### config.mk
export PLATFORM = sky130hd
export DESIGN_NAME = uart_mmio
export DESIGN_NICKNAME = d
export VERILOG_FILES = /design/src/rtl/uart_pkg.sv /design/src/rtl/uart_fifo.sv /design/src/rtl/uart_mmio.sv
export SDC_FILE = /design/constraint.sdc
export NUM_CORES = 1
export LEC_CHECK = 0
export CAP_MARGIN = 15
export CORE_MARGIN = 4
export CORE_UTILIZATION = 55
export DETAILED_ROUTE_END_ITERATION = 8
export PLACE_DENSITY_LB_ADDON = 0.3
export SLEW_MARGIN = 20
export SYNTH_ARGS = -nofsm -noshare
export SYNTH_HDL_FRONTEND = slang
export SYNTH_SLANG_ARGS = --single-unit
### constraint.sdc
create_clock -name clk -period 5.9 [get_ports clk]
set_input_delay 1.18 -clock clk [delete_from_list [all_inputs] [get_ports clk]]
set_output_delay 1.18 -clock clk [all_outputs]
set_load 0.01 [all_outputs]
### src/rtl/uart_pkg.sv
// Shared definitions for the memory-mapped UART: register offsets, STATUS bit positions,
// FSM state types and the divisor floor.
package uart_pkg;

    localparam logic [1:0] REG_DATA   = 2'd0;
    localparam logic [1:0] REG_STATUS = 2'd1;
    localparam logic [1:0] REG_BAUD   = 2'd2;
    localparam logic [1:0] REG_CTRL   = 2'd3;

    localparam int ST_TX_EMPTY    = 0;
    localparam int ST_TX_FULL     = 1;
    localparam int ST_RX_NONEMPTY = 2;
    localparam int ST_TX_OVR      = 3;
    localparam int ST_RX_OVR      = 4;
    localparam int ST_FRAME_ERR   = 5;

    localparam logic [15:0] DIV_MIN = 16'd2;

    typedef enum logic [1:0] {TX_IDLE, TX_START, TX_DATA, TX_STOP} tx_state_t;
    typedef enum logic [1:0] {RX_IDLE, RX_START, RX_DATA, RX_STOP} rx_state_t;

    // Half-bit sampling needs at least two cycles per bit.
    function automatic logic [15:0] clamp_div(input logic [15:0] div);
        return (div < DIV_MIN) ? DIV_MIN : div;
    endfunction

endpackage

### src/rtl/uart_fifo.sv
// Synchronous show-ahead FIFO. The caller gates push/pop; pointers carry a wrap bit so
// full and empty are distinguishable when the index bits match.
module uart_fifo #(
    parameter int WIDTH = 8,
    parameter int DEPTH = 16
) (
    input  logic             clk,
    input  logic             i_reset,
    input  logic             push_i,
    input  logic [WIDTH-1:0] din_i,
    input  logic             pop_i,
    output logic [WIDTH-1:0] dout_o,
    output logic             full_o,
    output logic             empty_o
);
    localparam int AW = $clog2(DEPTH);

    logic [WIDTH-1:0] mem_q [DEPTH];
    logic [AW:0]      wr_ptr_q;
    logic [AW:0]      rd_ptr_q;

    always_ff @(posedge clk) begin
        if (i_reset) begin
            wr_ptr_q <= '0;
            rd_ptr_q <= '0;
        end else begin
            if (push_i) wr_ptr_q <= wr_ptr_q + (AW+1)'(1);
            if (pop_i)  rd_ptr_q <= rd_ptr_q + (AW+1)'(1);
        end
    end

    always_ff @(posedge clk) begin
        if (push_i) mem_q[wr_ptr_q[AW-1:0]] <= din_i;
    end

    assign dout_o  = mem_q[rd_ptr_q[AW-1:0]];
    assign empty_o = (wr_ptr_q == rd_ptr_q);
    assign full_o  = (wr_ptr_q[AW] != rd_ptr_q[AW]) && (wr_ptr_q[AW-1:0] == rd_ptr_q[AW-1:0]);

endmodule

### src/rtl/uart_mmio.sv
// Full-duplex 8N1 UART on the core's MMIO load/store bus with TX/RX FIFOs,
// runtime divisor, sticky error flags and a registered level interrupt.
//  state    | meaning
//  TX_IDLE  | line high, pops FIFO when non-empty
//  TX_START | start bit (low) for one divisor period
//  TX_DATA  | 8 data bits, LSB first
//  TX_STOP  | stop bit (high); chains straight into the next START if data waits
//  RX_IDLE  | waiting for a falling edge on the synchronised line
//  RX_START | half-bit re-check to reject glitches
//  RX_DATA  | 8 samples, one per divisor period from the start midpoint
//  RX_STOP  | stop sample: push byte or flag a framing error
module uart_mmio
    import uart_pkg::*;
#(
    parameter int DEFAULT_DIV  = 868,
    parameter int TX_DEPTH     = 16,
    parameter int RX_DEPTH     = 16,
    parameter int ADDR_SEL_BIT = 31
) (
    input  logic        clk,
    input  logic        i_reset,
    input  logic        wr_valid,
    input  logic [31:0] wr_addr,
    input  logic [31:0] wr_data,
    input  logic        rd_valid,
    input  logic [31:0] rd_addr,
    output logic [31:0] rd_data,
    input  logic        uart_txd_in,
    output logic        uart_rxd_out,
    output logic        irq
);
    logic        wr_hit, rd_hit, status_wr;
    logic [1:0]  wr_reg, rd_reg;
    logic [15:0] baud_q;
    logic        irq_en_q, tx_ovr_q, rx_ovr_q, frame_err_q, irq_q;
    logic [31:0] rd_data_q, rd_data_d;
    logic [5:0]  status;

    logic        tx_push_req, tx_push, tx_pop, tx_full, tx_empty;
    logic [7:0]  tx_dout;
    logic        rx_push_req, rx_push, rx_pop, rx_full, rx_empty, rx_ovr_set, frame_err_set;
    logic [7:0]  rx_dout;

    tx_state_t   tx_state_q, tx_state_d;
    logic [15:0] tx_cnt_q, tx_cnt_d, tx_div_q, tx_div_d;
    logic [7:0]  tx_shift_q, tx_shift_d;
    logic [2:0]  tx_bit_q, tx_bit_d;

    rx_state_t   rx_state_q, rx_state_d;
    logic [15:0] rx_cnt_q, rx_cnt_d, rx_div_q, rx_div_d;
    logic [7:0]  rx_shift_q, rx_shift_d;
    logic [2:0]  rx_bit_q, rx_bit_d;
    logic        rx_s1_q, rx_s2_q, rx_prev_q;

    logic        unused_bits;
    assign unused_bits = ^{wr_addr, rd_addr, wr_data};

    assign wr_hit    = wr_valid && wr_addr[ADDR_SEL_BIT];
    assign rd_hit    = rd_valid && rd_addr[ADDR_SEL_BIT];
    assign wr_reg    = wr_addr[3:2];
    assign rd_reg    = rd_addr[3:2];
    assign status_wr = wr_hit && (wr_reg == REG_STATUS);

    // TX overflow is judged on the pre-cycle full flag, even if the engine pops this cycle.
    assign tx_push_req = wr_hit && (wr_reg == REG_DATA);
    assign tx_push     = tx_push_req && !tx_full;
    assign rx_pop      = rd_hit && (rd_reg == REG_DATA) && !rx_empty;
    assign rx_push     = rx_push_req && (!rx_full || rx_pop);
    assign rx_ovr_set  = rx_push_req && rx_full && !rx_pop;

    uart_fifo #(.WIDTH(8), .DEPTH(TX_DEPTH)) u_tx_fifo (
        .clk(clk), .i_reset(i_reset), .push_i(tx_push), .din_i(wr_data[7:0]), .pop_i(tx_pop),
        .dout_o(tx_dout), .full_o(tx_full), .empty_o(tx_empty)
    );

    uart_fifo #(.WIDTH(8), .DEPTH(RX_DEPTH)) u_rx_fifo (
        .clk(clk), .i_reset(i_reset), .push_i(rx_push), .din_i(rx_shift_q), .pop_i(rx_pop),
        .dout_o(rx_dout), .full_o(rx_full), .empty_o(rx_empty)
    );

    assign status = {frame_err_q, rx_ovr_q, tx_ovr_q, !rx_empty, tx_full, tx_empty};

    always_comb begin
        rd_data_d = '0;
        if (rd_hit) begin
            case (rd_reg)
                REG_DATA:   rd_data_d = rx_empty ? 32'd0 : {23'd0, 1'b1, rx_dout};
                REG_STATUS: rd_data_d = {26'd0, status};
                REG_BAUD:   rd_data_d = {16'd0, baud_q};
                default:    rd_data_d = {31'd0, irq_en_q};
            endcase
        end
    end

    // Sticky flags: a set in the same cycle as its W1C wins so no event is lost.
    always_ff @(posedge clk) begin
        if (i_reset) begin
            baud_q      <= 16'(DEFAULT_DIV);
            irq_en_q    <= 1'b0;
            tx_ovr_q    <= 1'b0;
            rx_ovr_q    <= 1'b0;
            frame_err_q <= 1'b0;
            rd_data_q   <= '0;
            irq_q       <= 1'b0;
        end else begin
            if (wr_hit && wr_reg == REG_BAUD) baud_q   <= clamp_div(wr_data[15:0]);
            if (wr_hit && wr_reg == REG_CTRL) irq_en_q <= wr_data[0];
            if (tx_push_req && tx_full)                   tx_ovr_q <= 1'b1;
            else if (status_wr && wr_data[ST_TX_OVR])     tx_ovr_q <= 1'b0;
            if (rx_ovr_set)                               rx_ovr_q <= 1'b1;
            else if (status_wr && wr_data[ST_RX_OVR])     rx_ovr_q <= 1'b0;
            if (frame_err_set)                            frame_err_q <= 1'b1;
            else if (status_wr && wr_data[ST_FRAME_ERR])  frame_err_q <= 1'b0;
            rd_data_q <= rd_data_d;
            irq_q     <= irq_en_q && (!rx_empty || rx_ovr_q || frame_err_q);
        end
    end

    assign rd_data = rd_data_q;
    assign irq     = irq_q;

    always_comb begin
        tx_state_d = tx_state_q;
        tx_cnt_d   = tx_cnt_q;
        tx_div_d   = tx_div_q;
        tx_shift_d = tx_shift_q;
        tx_bit_d   = tx_bit_q;
        tx_pop     = 1'b0;
        case (tx_state_q)
            TX_IDLE: begin
                if (!tx_empty) begin
                    tx_pop     = 1'b1;
                    tx_shift_d = tx_dout;
                    tx_div_d   = baud_q;
                    tx_cnt_d   = baud_q - 16'd1;
                    tx_state_d = TX_START;
                end
            end
            TX_START: begin
                tx_cnt_d = tx_cnt_q - 16'd1;
                if (tx_cnt_q == 16'd0) begin
                    tx_cnt_d   = tx_div_q - 16'd1;
                    tx_bit_d   = 3'd0;
                    tx_state_d = TX_DATA;
                end
            end
            TX_DATA: begin
                tx_cnt_d = tx_cnt_q - 16'd1;
                if (tx_cnt_q == 16'd0) begin
                    tx_cnt_d   = tx_div_q - 16'd1;
                    tx_shift_d = {1'b0, tx_shift_q[7:1]};
                    tx_bit_d   = tx_bit_q + 3'd1;
                    if (tx_bit_q == 3'd7) tx_state_d = TX_STOP;
                end
            end
            default: begin
                tx_cnt_d = tx_cnt_q - 16'd1;
                if (tx_cnt_q == 16'd0) begin
                    tx_state_d = TX_IDLE;
                    if (!tx_empty) begin
                        tx_pop     = 1'b1;
                        tx_shift_d = tx_dout;
                        tx_div_d   = baud_q;
                        tx_cnt_d   = baud_q - 16'd1;
                        tx_state_d = TX_START;
                    end
                end
            end
        endcase
    end

    always_comb begin
        rx_state_d    = rx_state_q;
        rx_cnt_d      = rx_cnt_q;
        rx_div_d      = rx_div_q;
        rx_shift_d    = rx_shift_q;
        rx_bit_d      = rx_bit_q;
        rx_push_req   = 1'b0;
        frame_err_set = 1'b0;
        case (rx_state_q)
            RX_IDLE: begin
                if (rx_prev_q && !rx_s2_q) begin
                    rx_div_d   = baud_q;
                    rx_cnt_d   = (baud_q >> 1) - 16'd1;
                    rx_state_d = RX_START;
                end
            end
            RX_START: begin
                rx_cnt_d = rx_cnt_q - 16'd1;
                if (rx_cnt_q == 16'd0) begin
                    rx_cnt_d   = rx_div_q - 16'd1;
                    rx_bit_d   = 3'd0;
                    rx_state_d = rx_s2_q ? RX_IDLE : RX_DATA;
                end
            end
            RX_DATA: begin
                rx_cnt_d = rx_cnt_q - 16'd1;
                if (rx_cnt_q == 16'd0) begin
                    rx_cnt_d   = rx_div_q - 16'd1;
                    rx_shift_d = {rx_s2_q, rx_shift_q[7:1]};
                    rx_bit_d   = rx_bit_q + 3'd1;
                    if (rx_bit_q == 3'd7) rx_state_d = RX_STOP;
                end
            end
            default: begin
                rx_cnt_d = rx_cnt_q - 16'd1;
                if (rx_cnt_q == 16'd0) begin
                    rx_state_d    = RX_IDLE;
                    rx_push_req   = rx_s2_q;
                    frame_err_set = !rx_s2_q;
                end
            end
        endcase
    end

    always_ff @(posedge clk) begin
        if (i_reset) begin
            tx_state_q <= TX_IDLE;
            tx_cnt_q   <= '0;
            tx_div_q   <= 16'(DEFAULT_DIV);
            tx_shift_q <= '0;
            tx_bit_q   <= '0;
            rx_state_q <= RX_IDLE;
            rx_cnt_q   <= '0;
            rx_div_q   <= 16'(DEFAULT_DIV);
            rx_shift_q <= '0;
            rx_bit_q   <= '0;
            rx_s1_q    <= 1'b1;
            rx_s2_q    <= 1'b1;
            rx_prev_q  <= 1'b1;
        end else begin
            tx_state_q <= tx_state_d;
            tx_cnt_q   <= tx_cnt_d;
            tx_div_q   <= tx_div_d;
            tx_shift_q <= tx_shift_d;
            tx_bit_q   <= tx_bit_d;
            rx_state_q <= rx_state_d;
            rx_cnt_q   <= rx_cnt_d;
            rx_div_q   <= rx_div_d;
            rx_shift_q <= rx_shift_d;
            rx_bit_q   <= rx_bit_d;
            rx_s1_q    <= uart_txd_in;
            rx_s2_q    <= rx_s1_q;
            rx_prev_q  <= rx_s2_q;
        end
    end

    assign uart_rxd_out = (tx_state_q == TX_START) ? 1'b0 :
                          (tx_state_q == TX_DATA)  ? tx_shift_q[0] : 1'b1;

endmodule
==> results of run 1 <==
cell type report:
| type | instances | area, um^2 | area share |
|---|---|---|---|
| well taps | 442 | 553 | 0.0267 |
| clock buffers | 52 | 1120 | 0.0541 |
| inverters | 31 | 116 | 0.00563 |
| repair buffers | 58 | 551 | 0.0266 |
| flip-flops and latches | 414 | 10900 | 0.525 |
| clock inverters | 25 | 343 | 0.0166 |
| multi-input cells | 975 | 7140 | 0.345 |
logic make-up after synthesis:
| logic type | count (synthesis) |
|---|---|
| DFF | 414 |
| and+or+nand+nor | 506 |
| buffers and inverters | 130 |
| other | 1 |
| muxes | 100 |
| adders and majority gates | 30 |
| AOI/OAI and AO/OA | 244 |
| xor gates and xnor gates | 79 |
flip-flops by register name, summed over array words and instances, names as in the netlist, 2 cells and up, named ones only:
signal and count:
u_tx_fifo.mem_q 128, tx_shift_q 8, rx_state_q 2, rx_shift_q 8
tx_bit_q 3, tx_cnt_q 16, rx_cnt_q 16, u_rx_fifo.wr_ptr_q 5
rd_data 16, u_tx_fifo.rd_ptr_q 5, rx_div_q 16, baud_q 16
rx_bit_q 3, tx_div_q 16, u_tx_fifo.wr_ptr_q 5, tx_state_q 2
u_rx_fifo.mem_q 128, u_rx_fifo.rd_ptr_q 5
routing by layer:
metal	routed length (um)	GRT usage	vias to the layer above
li1	-	-	5615
met5	0	0	-
met2	21100	0.384	468
met1	17900	0.325	6078
met3	2690	0.0378	91
met4	1310	0.0762	0
synth_stat cells, drive strengths merged (6+ instances only):
cell type    n
nor3b        6
a21oi       81
dfxtp      158
or2         10
clkbuf      62
a31oi        7
a311oi       8
nand4        8
mux2i       23
nand2      169
or4         15
o22ai       13
nor2b       14
xnor2       34
o211ai       6
nand2b      10
o21ai       42
edfxtp     256
xor2        45
o31ai        6
nand3       19
buf         37
mux4        75
a211o        8
ha          30
a22oi       15
inv         30
a211oi      25
nor2       145
or3         12
a221oi       7
nor4        20
nand3b      14
nor3        37
and3         9
worst max-delay path: stages:
cell                              delay, ns
sky130_fd_sc_hd__clkdlybuf4s50_1       0.64
sky130_fd_sc_hd__nor2_1                0.22
sky130_fd_sc_hd__a31oi_1               0.18
sky130_fd_sc_hd__a2111oi_4             0.63
sky130_fd_sc_hd__nand2_1               0.31
sky130_fd_sc_hd__nor2_1                0.66
final timing paths:
path	startpoint	to	slack, ns
min	rx_s1_q$_SDFF_PP1_	rx_s2_q$_SDFF_PP1_	0.41
max reg2reg	rx_cnt_q[6]$_SDFFE_PP0P_	u_rx_fifo.mem_q[11][2]$_DFFE_PP_	2.35
max	rd_addr[3]	u_rx_fifo.mem_q[11][2]$_DFFE_PP_	2.24
min reg2reg	rx_s1_q$_SDFF_PP1_	rx_s2_q$_SDFF_PP1_	0.41
stage by stage:
step	setup slack [ns]	hold slack [ns]	power (W)	instance area, um^2
after global placement	1.54	0.393	0.00545	19200
after CTS	2.25	0.410	0.00824	20600
after detailed placement	1.76	0.399	0.00550	19200
after floorplan	2.72	0.389	0.00500	18500
after global routing	2.11	0.415	0.00868	20700
final	2.24	0.405	0.00827	20700
where the power goes:
part | switching [W] | internal, W
logic | 0.00136 | 0.000824
clock network | 0.00116 | 0.00160
registers | 0.000142 | 0.00318
==> flow_summary.ini, run 1 <==
[run_status]
status = completed

[power_and_ir_drop]
ir_worst_vdd_mv = 0.234
cellLeakagePower_nw = 6.76
cellPowerDensity_nw_per_um2 = 400

[final_layout]
num-nets-final = 1653
mostFrequentLayoutCells = sky130_fd_sc_hd__edfxtp_1, sky130_fd_sc_hd__nand2_1, sky130_fd_sc_hd__dfxtp_1
final-instance-count-excl-fill = 1997
syn_to_final_growth_pct = 12.0
layout.cells.most_common = sky130_fd_sc_hd__edfxtp_1
antenna_cells = 0
layout.filler_cells = 2407
drive_above_1_share = 0.121
final_core_occ = 0.631

[synthesis]
synth_adder_area_share = 0.0203
edff_count_synth = 256
average_size_of_a_mapped_cell_um2 = 12.3
netlist_area_um2 = 18500
synth_compound_area_frac = 0.0879
cell_taking_the_most_area_after_synthesis = sky130_fd_sc_hd__edfxtp_1
post_synth_and_or_nand_nor_area_fraction = 0.130
synth.top_cells.by_area = sky130_fd_sc_hd__edfxtp_1, sky130_fd_sc_hd__dfxtp_1, sky130_fd_sc_hd__mux4_2, sky130_fd_sc_hd__nand2_1, sky130_fd_sc_hd__nor2_1
yosys_warnings = 0
dominantRegCellSynth = sky130_fd_sc_hd__edfxtp_1
synth_seq_cells = 414
synth_mux_area_frac = 0.105
synthDistinctLibCells = 62
synthXorXnorAreaFrac = 0.0375
synth_top_family_by_area = simple AND/OR/NAND/NOR gates
netlist_instances = 1504
synth-seq-area-share = 0.588
yosysTopAreaCellShare = 0.417
postSynth.asyncResetShare = 0

[clocking]
cts.sinks = 414
insertion_delay_ns = 0.58
cts_made_buffers = 42
path_clk_slew_ns = 0.06
cts_tree = built
cts_hold_buffers = 0
postCtsResizedCells = 0
cts-root-to-sink-buffers = 3
cts_setup_buffers = 0
clock_tree.htree_level_count = 2
cts_root_buffer = sky130_fd_sc_hd__clkbuf_16

[placement]
gpl.final_weighted_congestion = 0.886
post-dp-hpwl_um = 27700
placed_cells = 1919
placement.io_buffers = 44

[sta]
skew_ns = 0.0255
rsz0062_at_grt = no
slew_at_the_pin_closest_to_its_max_slew_limit_ns = 1.06
final_min_period_over_clock_period = 0.621
final-max-slew-violation-count = 0
min_period_ns = 3.66
timing.setup.tns_ns = 0
final_number_of_hold_violating_endpoints = 0
worst_slew_margin_rel = 0.288
timing.fmax_mhz = 273
finalSetupViolCount = 0

[routing]
drt-total-wl_um = 43000
via_count = 12252
route.antenna.remaining_nets = 0
drt_first_iter_violations = 1098
routed_len_inst_um = 21.5
first_pass_drt_iterations = 6
drc_errors = 0
via_per_inst = 6.14

[floorplanning]
floorplan.rows = 66
die_area_um2 = 36600
start_util = 0.563
die-width_um = 191
io_pins = 135
floorplan.die.height_um = 191
placeableCoreArea_um2 = 32800

[run]
drv_cap = 0

[global_routing]
grt_antenna_before_repair = 0
combined_global_route_utilization_of_all_metal_layers = 0.235
first_global_vias = 11916
grt_pass1_wl_um = 67000
gr-total-overflow = 0
grt_start_max_net_pins = 90

[critical_path]
reg2reg_depth = 5
endpoint_type_of_the_worst_setup_path = flip-flop
worstSetupStartpointType = primary input
critical_path.max_fanout = 11
worst-endpoint-required_ns = 6.07
timing_worst_setup_path_type = in -> reg
arrival_time_at_the_worst_endpoint_ns = 3.84

[hold_path]
min_path_type = reg -> reg
hold-path-cell-count = 1
Note: power is estimated with default switching activity, not from simulation.
==> inputs of run 2 (changes only) <==
CORE_UTILIZATION = 53   (was 55)
clock period = 2.9 ns   (was 5.9 ns; I/O delays follow)
==> flow_summary.ini, run 2 (synthesis gave the netlist of run 1 again) <==
[run_status]
status = completed

[global_routing]
grt_start_max_net_pins = 41
gr-total-overflow = 0
grt_use_met3 = 0.0336
grt.met2_usage = 0.402
grt_pass1_wl_um = 70400
met1_usage_in_global_routing = 0.311
gr-max-usage-layer = met2
first_global_vias = 12545
combined_global_route_utilization_of_all_metal_layers = 0.233
grt_antenna_before_repair = 0

[floorplanning]
start_util = 0.536
placeableCoreArea_um2 = 34500
io_pins = 135
floorplan.die.height_um = 195
die-width_um = 195
die_area_um2 = 37900
floorplan.rows = 68

[critical_path]
cp_num_cells = 4
reg2reg_depth = 7
arrival_time_at_the_worst_endpoint_ns = 2.15
worst-endpoint-required_ns = 2.32
endpoint_type_of_the_worst_setup_path = output port
critPathTopFamily = buffers and inverters
rr_endpoint = rx_cnt_q[10]$_SDFFE_PP0P_
cp_cell_sequence = inv_1 > ha_1 > a21oi_1 > clkdlybuf4s50_1
critical_path_buf_inv_count = 2
timing.critical_path.slowest_cell_delay_ns = 0.56
critical_path.max_fanout = 14
timing.critical_path.from = tx_state_q[0]$_SDFFE_PP0P_
worstSetupStartpointType = flip-flop
regToRegStartpoint = rx_cnt_q[7]$_SDFFE_PP0P_
endpoint = uart_rxd_out
crit_slowest_cell = sky130_fd_sc_hd__clkdlybuf4s50_1
timing_worst_setup_path_type = reg -> out
rrSetupSlack_ns = 0.20

[sta]
final_number_of_hold_violating_endpoints = 0
final_min_period_over_clock_period = 0.941
fin_hold_ws_ns = 0.407
finalSetupViolCount = 0
worst_slew_margin_rel = 0.487
final-max-slew-violation-count = 0
rsz0062_at_grt = no
timing.fmax_mhz = 366
slew_at_the_pin_closest_to_its_max_slew_limit_ns = 0.769
skew_ns = 0.0174
min_period_ns = 2.73

[final_layout]
num-nets-final = 1746
layout.filler_cells = 2570
mostFrequentLayoutCells = sky130_fd_sc_hd__edfxtp_1, sky130_fd_sc_hd__nand2_1, sky130_fd_sc_hd__dfxtp_1
seqCellArea_um2 = 10900
syn_to_final_growth_pct = 15.5
layout.cells.most_common = sky130_fd_sc_hd__edfxtp_1
antenna_cells = 0
drive_above_1_share = 0.162
final-instance-count-excl-fill = 2099
area_used_by_multi_input_combinational_logic_um2 = 7110

[clocking]
cts_tree = built
cts_root_buffer = sky130_fd_sc_hd__clkbuf_16
clock_tree.htree_level_count = 2
cts_hold_buffers = 0
path_clk_slew_ns = 0.06
cts-root-to-sink-buffers = 3
insertion_delay_ns = 0.54
cts.sinks = 414
cts_made_buffers = 42

[placement]
placement.io_buffers = 44
gpl.final_weighted_congestion = 0.874
placed_cells = 2025
post-dp-hpwl_um = 30200

[routing]
via_count = 12658
routed_len_inst_um = 21.3
first_pass_drt_iterations = 7
drt_first_iter_violations = 1021
drt-total-wl_um = 44700
route.antenna.remaining_nets = 0
via_per_inst = 6.03
drc_errors = 0

[hold_path]
min_path_type = reg -> reg

[run]
drv_cap = 0

[power_and_ir_drop]
cellLeakagePower_nw = 7.21
ir_worst_vdd_mv = 0.532
cellPowerDensity_nw_per_um2 = 789
-- run 2: metrics by stage --
| step | setup WS [ns] | area, um^2 | util | setup TNS (ns) | power, W |
|---|---|---|---|---|---|
| finish | 0.170 | 21300 | 0.618 | 0 | 0.0168 |
| global route | 0.0179 | 21300 | 0.618 | 0 | 0.0177 |
| CTS | 0.107 | 21300 | 0.618 | 0 | 0.0168 |
| detailed placement | -0.0601 | 20000 | 0.579 | -0.956 | 0.0115 |
| global placement | 0.0579 | 20000 | 0.579 | 0 | 0.0114 |
| floorplan | -0.221 | 18500 | - | -5.60 | 0.0102 |
-- run 2: cell type report --
type | count | share of cell area
sequential | 414 | 0.509
clock inverter | 15 | 0.00910
clock buffer | 58 | 0.0541
inverter | 31 | 0.00546
multi-input combinational | 975 | 0.334
tap | 455 | 0.0267
timing repair buffer | 151 | 0.0618
-- run 2: how the worst min path moves through the flow --
stage / from / end / cells past startpoint
4_1_cts: rx_s1_q$_SDFF_PP1_ / rx_s2_q$_SDFF_PP1_ / 1
6_report: rx_s1_q$_SDFF_PP1_ / rx_s2_q$_SDFF_PP1_ / 1
5_1_grt: rx_s1_q$_SDFF_PP1_ / rx_s2_q$_SDFF_PP1_ / 1
3_5_place_dp: rx_s1_q$_SDFF_PP1_ / rx_s2_q$_SDFF_PP1_ / 1
2_1_floorplan: rx_s1_q$_SDFF_PP1_ / rx_s2_q$_SDFF_PP1_ / 1
3_3_place_gp: rx_s1_q$_SDFF_PP1_ / rx_s2_q$_SDFF_PP1_ / 1
-- run 2: power by group --
part	leakage (nW)	switching [W]	internal (W)	total [W]
Combinational	2.93	0.00279	0.00192	0.00471
Sequential	3.62	0.000322	0.00648	0.00680
Clock	0.658	0.00217	0.00314	0.00531
-- run 2: worst register-to-register path, cell delays in order, from the launching register on --
cell,delay (ns)
sky130_fd_sc_hd__dfxtp_1,0.35
sky130_fd_sc_hd__or4_1,0.55
sky130_fd_sc_hd__buf_4,0.18
sky130_fd_sc_hd__nor3_1,0.40
sky130_fd_sc_hd__nand2_1,0.35
sky130_fd_sc_hd__o32ai_1,0.50
sky130_fd_sc_hd__a22oi_1,0.16
sky130_fd_sc_hd__a21oi_1,0.15
-- run 2: repair_timing --
action	in CTS	in global routing
pin swaps	1	0
setup buffers	1	0
gates resized for setup	0	1
endpoints found under the hold margin	0	0
setup endpoints to repair	40	32
-- run 2: routing by layer --
metal	routed length (um)	vias up
met5	0	-
met3	2340	76
li1	-	5821
met4	1110	0
met2	22600	429
met1	18600	6332
